**config.mk**
```make
export PLATFORM = sky130hd
export DESIGN_NAME = mux_share_arb_flat
export DESIGN_NICKNAME = d
export VERILOG_FILES = /design/src/rtl/mux_share_arb_if.sv /design/src/rtl/mux_share_arb.sv /design/src/flat_wrapper.sv
export SDC_FILE = /design/constraint.sdc
export NUM_CORES = 1
export LEC_CHECK = 0
export BUFFER_PORTS_ARGS = -buffer_cell sky130_fd_sc_hd__buf_2
export CAP_MARGIN = 40
export CELL_PAD_IN_SITES_DETAIL_PLACEMENT = 1
export CELL_PAD_IN_SITES_GLOBAL_PLACEMENT = 1
export CORE_MARGIN = 2
export CORE_UTILIZATION = 34
export DETAILED_ROUTE_END_ITERATION = 10
export GPL_TIMING_DRIVEN = 0
export PLACE_DENSITY = 0.83
export RECOVER_POWER = 100
export SYNTH_ARGS = -nofsm -noshare
export SYNTH_HDL_FRONTEND = slang
export SYNTH_SLANG_ARGS = --single-unit
```
**constraint.sdc**
```tcl
create_clock -name clk -period 4.55 [get_ports clk]
set_input_delay 0.6825 -clock clk [delete_from_list [all_inputs] [get_ports clk]]
set_output_delay 0.6825 -clock clk [all_outputs]
set_load 0.01 [all_outputs]
```
**src/rtl/mux_share_arb_if.sv**
```systemverilog
// Handshake and datapath bundle for mux_share_arb: two requesters, one
// registered output channel and the per-source grant counters.
interface mux_share_arb_if #(
  parameter int W  = 64,
  parameter int CW = 16
);
  logic          a_valid;
  logic [W-1:0]  a_data;
  logic          a_ready;
  logic          b_valid;
  logic [W-1:0]  b_data;
  logic          b_ready;
  logic          sel;
  logic          out_valid;
  logic [W-1:0]  out_data;
  logic          out_src;
  logic          out_ready;
  logic [CW-1:0] cnt_a;
  logic [CW-1:0] cnt_b;

  // Arbiter side
  modport slave (
    input  a_valid, a_data, b_valid, b_data, out_ready,
    output a_ready, b_ready, sel, out_valid, out_data, out_src, cnt_a, cnt_b
  );

  // Requester / consumer side
  modport master (
    output a_valid, a_data, b_valid, b_data, out_ready,
    input  a_ready, b_ready, sel, out_valid, out_data, out_src, cnt_a, cnt_b
  );
endinterface

```
**src/rtl/mux_share_arb.sv**
```systemverilog
// Two-requester round-robin arbiter sharing one 2:1 mux into a one-entry
// output register. A tie goes to the source that did not win last time.
module mux_share_arb #(
  parameter int W  = 64,
  parameter int CW = 16
) (
  input  logic             clk,
  input  logic             reset,
  mux_share_arb_if.slave   bus
);

  typedef enum logic {EMPTY = 1'b0, FULL = 1'b1} state_t;

  state_t        state_p1, state_d;
  logic          last_a_p1;      // 1: last grant went to A, 0: to B
  logic [W-1:0]  data_p1;
  logic          src_p1;
  logic [CW-1:0] cnt_a_p1, cnt_b_p1;

  logic win_a, win_b, space, accept;

  // Winner selection, handshake readies and output-register next state
  always_comb begin
    state_d = state_p1;
    win_a   = bus.a_valid & (~bus.b_valid | ~last_a_p1);
    win_b   = bus.b_valid & (~bus.a_valid |  last_a_p1);
    space   = (state_p1 == EMPTY) | bus.out_ready;
    bus.sel     = win_a;
    bus.a_ready = win_a & space & ~reset;
    bus.b_ready = win_b & space & ~reset;
    accept      = bus.a_ready | bus.b_ready;
    if (accept) begin
      state_d = FULL;
    end else if ((state_p1 == FULL) && bus.out_ready) begin
      state_d = EMPTY;
    end
  end

  // Output register occupancy and round-robin priority
  always_ff @(posedge clk) begin
    if (reset) begin
      state_p1  <= EMPTY;
      last_a_p1 <= 1'b0;
    end else begin
      state_p1 <= state_d;
      if (accept) last_a_p1 <= win_a;
    end
  end

  // ---- stage p1: registered mux result and its source tag ----
  // Captures the winning word; holds across drain-only and stalled edges
  always_ff @(posedge clk) begin
    if (reset) begin
      data_p1 <= '0;
      src_p1  <= 1'b0;
    end else if (accept) begin
      data_p1 <= win_a ? bus.a_data : bus.b_data;
      src_p1  <= win_a;
    end
  end

  // Per-source grant counters, wrapping modulo 2^CW
  always_ff @(posedge clk) begin
    if (reset) begin
      cnt_a_p1 <= '0;
      cnt_b_p1 <= '0;
    end else begin
      if (bus.a_ready) cnt_a_p1 <= cnt_a_p1 + 1'b1;
      if (bus.b_ready) cnt_b_p1 <= cnt_b_p1 + 1'b1;
    end
  end

  assign bus.out_valid = (state_p1 == FULL);
  assign bus.out_data  = data_p1;
  assign bus.out_src   = src_p1;
  assign bus.cnt_a     = cnt_a_p1;
  assign bus.cnt_b     = cnt_b_p1;

endmodule

```
**src/flat_wrapper.sv**
```systemverilog
// flat-port wrapper written by rule: the top's interface ports become plain ports
module mux_share_arb_flat 
#(
  parameter int W  = 64,
  parameter int CW = 16
)
  (clk, reset, bus_a_valid, bus_a_data, bus_b_valid, bus_b_data, bus_out_ready, bus_a_ready, bus_b_ready, bus_sel, bus_out_valid, bus_out_data, bus_out_src, bus_cnt_a, bus_cnt_b);
  mux_share_arb_if #(.W(W), .CW(CW)) bus_i ();
  input  logic clk;
  input  logic reset;
  input wire logic [$bits(bus_i.a_valid)-1:0] bus_a_valid;
  input wire logic [$bits(bus_i.a_data)-1:0] bus_a_data;
  input wire logic [$bits(bus_i.b_valid)-1:0] bus_b_valid;
  input wire logic [$bits(bus_i.b_data)-1:0] bus_b_data;
  input wire logic [$bits(bus_i.out_ready)-1:0] bus_out_ready;
  output wire logic [$bits(bus_i.a_ready)-1:0] bus_a_ready;
  output wire logic [$bits(bus_i.b_ready)-1:0] bus_b_ready;
  output wire logic [$bits(bus_i.sel)-1:0] bus_sel;
  output wire logic [$bits(bus_i.out_valid)-1:0] bus_out_valid;
  output wire logic [$bits(bus_i.out_data)-1:0] bus_out_data;
  output wire logic [$bits(bus_i.out_src)-1:0] bus_out_src;
  output wire logic [$bits(bus_i.cnt_a)-1:0] bus_cnt_a;
  output wire logic [$bits(bus_i.cnt_b)-1:0] bus_cnt_b;
  assign bus_i.a_valid = bus_a_valid;
  assign bus_i.a_data = bus_a_data;
  assign bus_i.b_valid = bus_b_valid;
  assign bus_i.b_data = bus_b_data;
  assign bus_i.out_ready = bus_out_ready;
  assign bus_a_ready = bus_i.a_ready;
  assign bus_b_ready = bus_i.b_ready;
  assign bus_sel = bus_i.sel;
  assign bus_out_valid = bus_i.out_valid;
  assign bus_out_data = bus_i.out_data;
  assign bus_out_src = bus_i.out_src;
  assign bus_cnt_a = bus_i.cnt_a;
  assign bus_cnt_b = bus_i.cnt_b;
  mux_share_arb #(.W(W), .CW(CW)) u_core (.clk(clk), .reset(reset), .bus(bus_i));
endmodule
```
==> impl_metrics.json <==
{
  "status": "complete, no violations",
  "clk_pin_slew_ns": 0.06,
  "reg2reg_from": "u_core.last_a_p1",
  "hold_viol": 0,
  "crit_family": "buffers and inverters",
  "path_max_fanout": 10,
  "cpPeakStageDelay_ns": 0.57,
  "cap_violations": 0,
  "p_per_area_nw_per_um2": 338,
  "crit_end": "bus_a_ready",
  "setup_viol": 0,
  "antenna_found_initial": 0,
  "final_area_um2": 5830,
  "initial_core_util_pct": 34.5,
  "end_kind": "output port",
  "hold_class": "flip-flop to flip-flop",
  "synth_edf_count": 0,
  "drive_above_1_share_pct": 20.7,
  "crit_chain": "clkbuf_1 > a21boi_0 > clkbuf_1 > clkbuf_1 > nand2_1 > nor2_1 > clkbuf_1",
  "setup-tns-final_ns": 0,
  "yosys.area.top_type": "dfxtp_1",
  "dieHeight_um": 117,
  "ir_drop_mv": 0.180,
  "fmax_mhz": 301,
  "clock_latency_ns": 0.34,
  "final_cells": 886,
  "synth_area_per_cell_um2": 9.28,
  "routed_wl_mm": 15.4,
  "placed_area_um2": 5720,
  "cp_common_cell": "clkbuf_1",
  "syn_nets": 603,
  "p_leak_nw": 2.36,
  "drt_iter0_drc": 212,
  "grt_overflow": 0,
  "wl_per_cell_um": 17.4,
  "synthTopCellsByCount": "98 x dfxtp_1, 80 x nor2_1, 65 x mux2i_1",
  "cts_tree": "done",
  "yosys_warnings": 0,
  "cpMaxStageDelayCell": "clkbuf_1",
  "synth_cell_types": 31,
  "cp_data_arrival_time_ns": 2.64,
  "core-area_um2": 12600,
  "cts_setup_buffers": 0,
  "die_area_um2": 13700,
  "synthCells": 468,
  "async_flop_share_pct": 0,
  "critPathKind": "input port to output port",
  "critPathLaunch": "bus_b_valid",
  "synthToLayoutAreaGrowth_pct": 34.4,
  "crit_cells": 7,
  "synth_flop_cell": "dfxtp_1",
  "nets": 846,
  "routed_via_density": 5.17,
  "grt_use_total_pct": 22.6,
  "vias": 4581,
  "gp_congestion": 0.840,
  "place_inst": 872,
  "fin_skew_ns": 0.00604,
  "worstMarginPinSlew_ns": 0.718,
  "cts_root_buf": "clkbuf_16",
  "antenna_left": 0,
  "synth_top_cells_by_area": "dfxtp_1 45%, mux2i_1 15%, a211oi_1 11%, nor2_1 6.9%, buf_2 2.0%",
  "multiInputGateArea_um2": 2190,
  "fin_hold_ws_ns": 0.486,
  "synth_seq_area_share_pct": 45.2,
  "critical_path.startpoint_type": "input port",
  "fin_crit_sh_pct": 73.0,
  "num_io_pins": 234,
  "fillers": 1596,
  "first_pass_iters": 4,
  "cts_buffers": 9,
  "grt_pass1_wl_mm": 23.7,
  "numPortBuffers": 232,
  "r2r-end": "u_core.bus.cnt_a[14]",
  "r2r_slack_ns": 2.03,
  "clockBufferDepth": 2,
  "critPathRequiredTime_ns": 3.87,
  "dp_hpwl_mm": 12.1,
  "layout_min_cycle_time_ns": 3.32,
  "path_buf_inv": 4,
  "r2r_cells": 5,
  "syn_area_um2": 4340,
  "diodes": 0,
  "grt_pass1_vias": 4756,
  "drc": 0,
  "rows": 41,
  "synth.most_common_cell": "dfxtp_1",
  "maxSlewHeadroom_pct": 52.1,
  "cts_max_level": 3,
  "hold_buffers": 0,
  "regArea_um2": 1960,
  "cts.sinks": 98,
  "grt_max_degree": 14,
  "rsz0062_at_grt": "false",
  "fp.dieW_um": 117,
  "netlist.area_leader.share_pct": 45.2,
  "ys_ff_latch": 98,
  "ctsResizeCount": 0,
  "drv_slew": 0
}
## how the worst min path moves through the flow
stage / end / slack [ns] / start / depth (start not counted)
global placement: u_core.bus.cnt_b[15] / 0.45 / u_core.bus.cnt_b[15] / 1
floorplan: u_core.bus.cnt_a[15] / 0.50 / u_core.bus.cnt_a[15] / 2
detailed placement: u_core.bus.cnt_b[15] / 0.48 / u_core.bus.cnt_b[15] / 1
CTS: u_core.bus.cnt_b[15] / 0.48 / u_core.bus.cnt_b[15] / 1
global route: u_core.bus.cnt_b[15] / 0.51 / u_core.bus.cnt_b[15] / 1
finish: u_core.bus.cnt_b[15] / 0.49 / u_core.bus.cnt_b[15] / 1
## per-layer routing
layer	global-route usage [%]	routed length, um
met5	0	0
met4	8.55	299
met3	4.84	873
met2	41.5	7970
met1	25.6	6240
## kinds of logic (layout without fill, tap and decap cells)
logic type	count (synthesis)	count (layout)	share of synthesized area, %
AO/OA/AOI/OAI	105	105	17.1
XOR/XNOR	11	11	2.22
adder cells (fa/ha/maj)	2	2	0.576
buffers and inverters	44	290	4.29
flip-flops	98	98	45.2
multiplexers	65	65	15.0
AND/OR/NAND/NOR	143	143	15.6
## layout by cell type (no fill, tap or decap), drive strengths merged, types with 10 or more instances in the layout
cell type  count
a211oi        64
a21oi         16
buf          138
clkbuf       147
dfxtp         98
mux2i         65
nand2         10
nand3         10
nand4         11
nor2          80
or4           10
## metrics by stage
| step | util [%] | power, mW | worst slack (ns) |
|---|---|---|---|
| floorplan | - | 1.14 | 2.34 |
| global placement | 45.5 | 1.30 | 1.84 |
| detailed placement | 45.5 | 1.32 | 1.81 |
| CTS | 47.5 | 2.00 | 1.81 |
| global route | 46.4 | 2.07 | 1.07 |
| finish | 46.4 | 1.97 | 1.23 |
## flip-flops by register name (all words and copies together) (netlist names)
| signal | flops |
|---|---|
| u_core.bus.out_data | 64 |
| u_core.bus.cnt_a | 16 |
| u_core.last_a_p1 | 1 |
| u_core.bus.out_valid | 1 |
| u_core.bus.cnt_b | 16 |
## where the power goes
part           total, mW  switching (mW)  internal, mW
Sequential         0.944          0.0331         0.911
Clock              0.688           0.307         0.381
Combinational      0.337           0.198         0.139
## final cells by class
type | instances | share of cell area [%]
repair buffers | 232 | 17.7
well taps | 172 | 3.69
plain buffers | 39 | 2.66
flip-flops and latches | 98 | 33.6
clock buffers | 14 | 4.35
multi-input cells | 326 | 37.6
inverters | 5 | 0.322
Power figures use the tool's default switching activity.
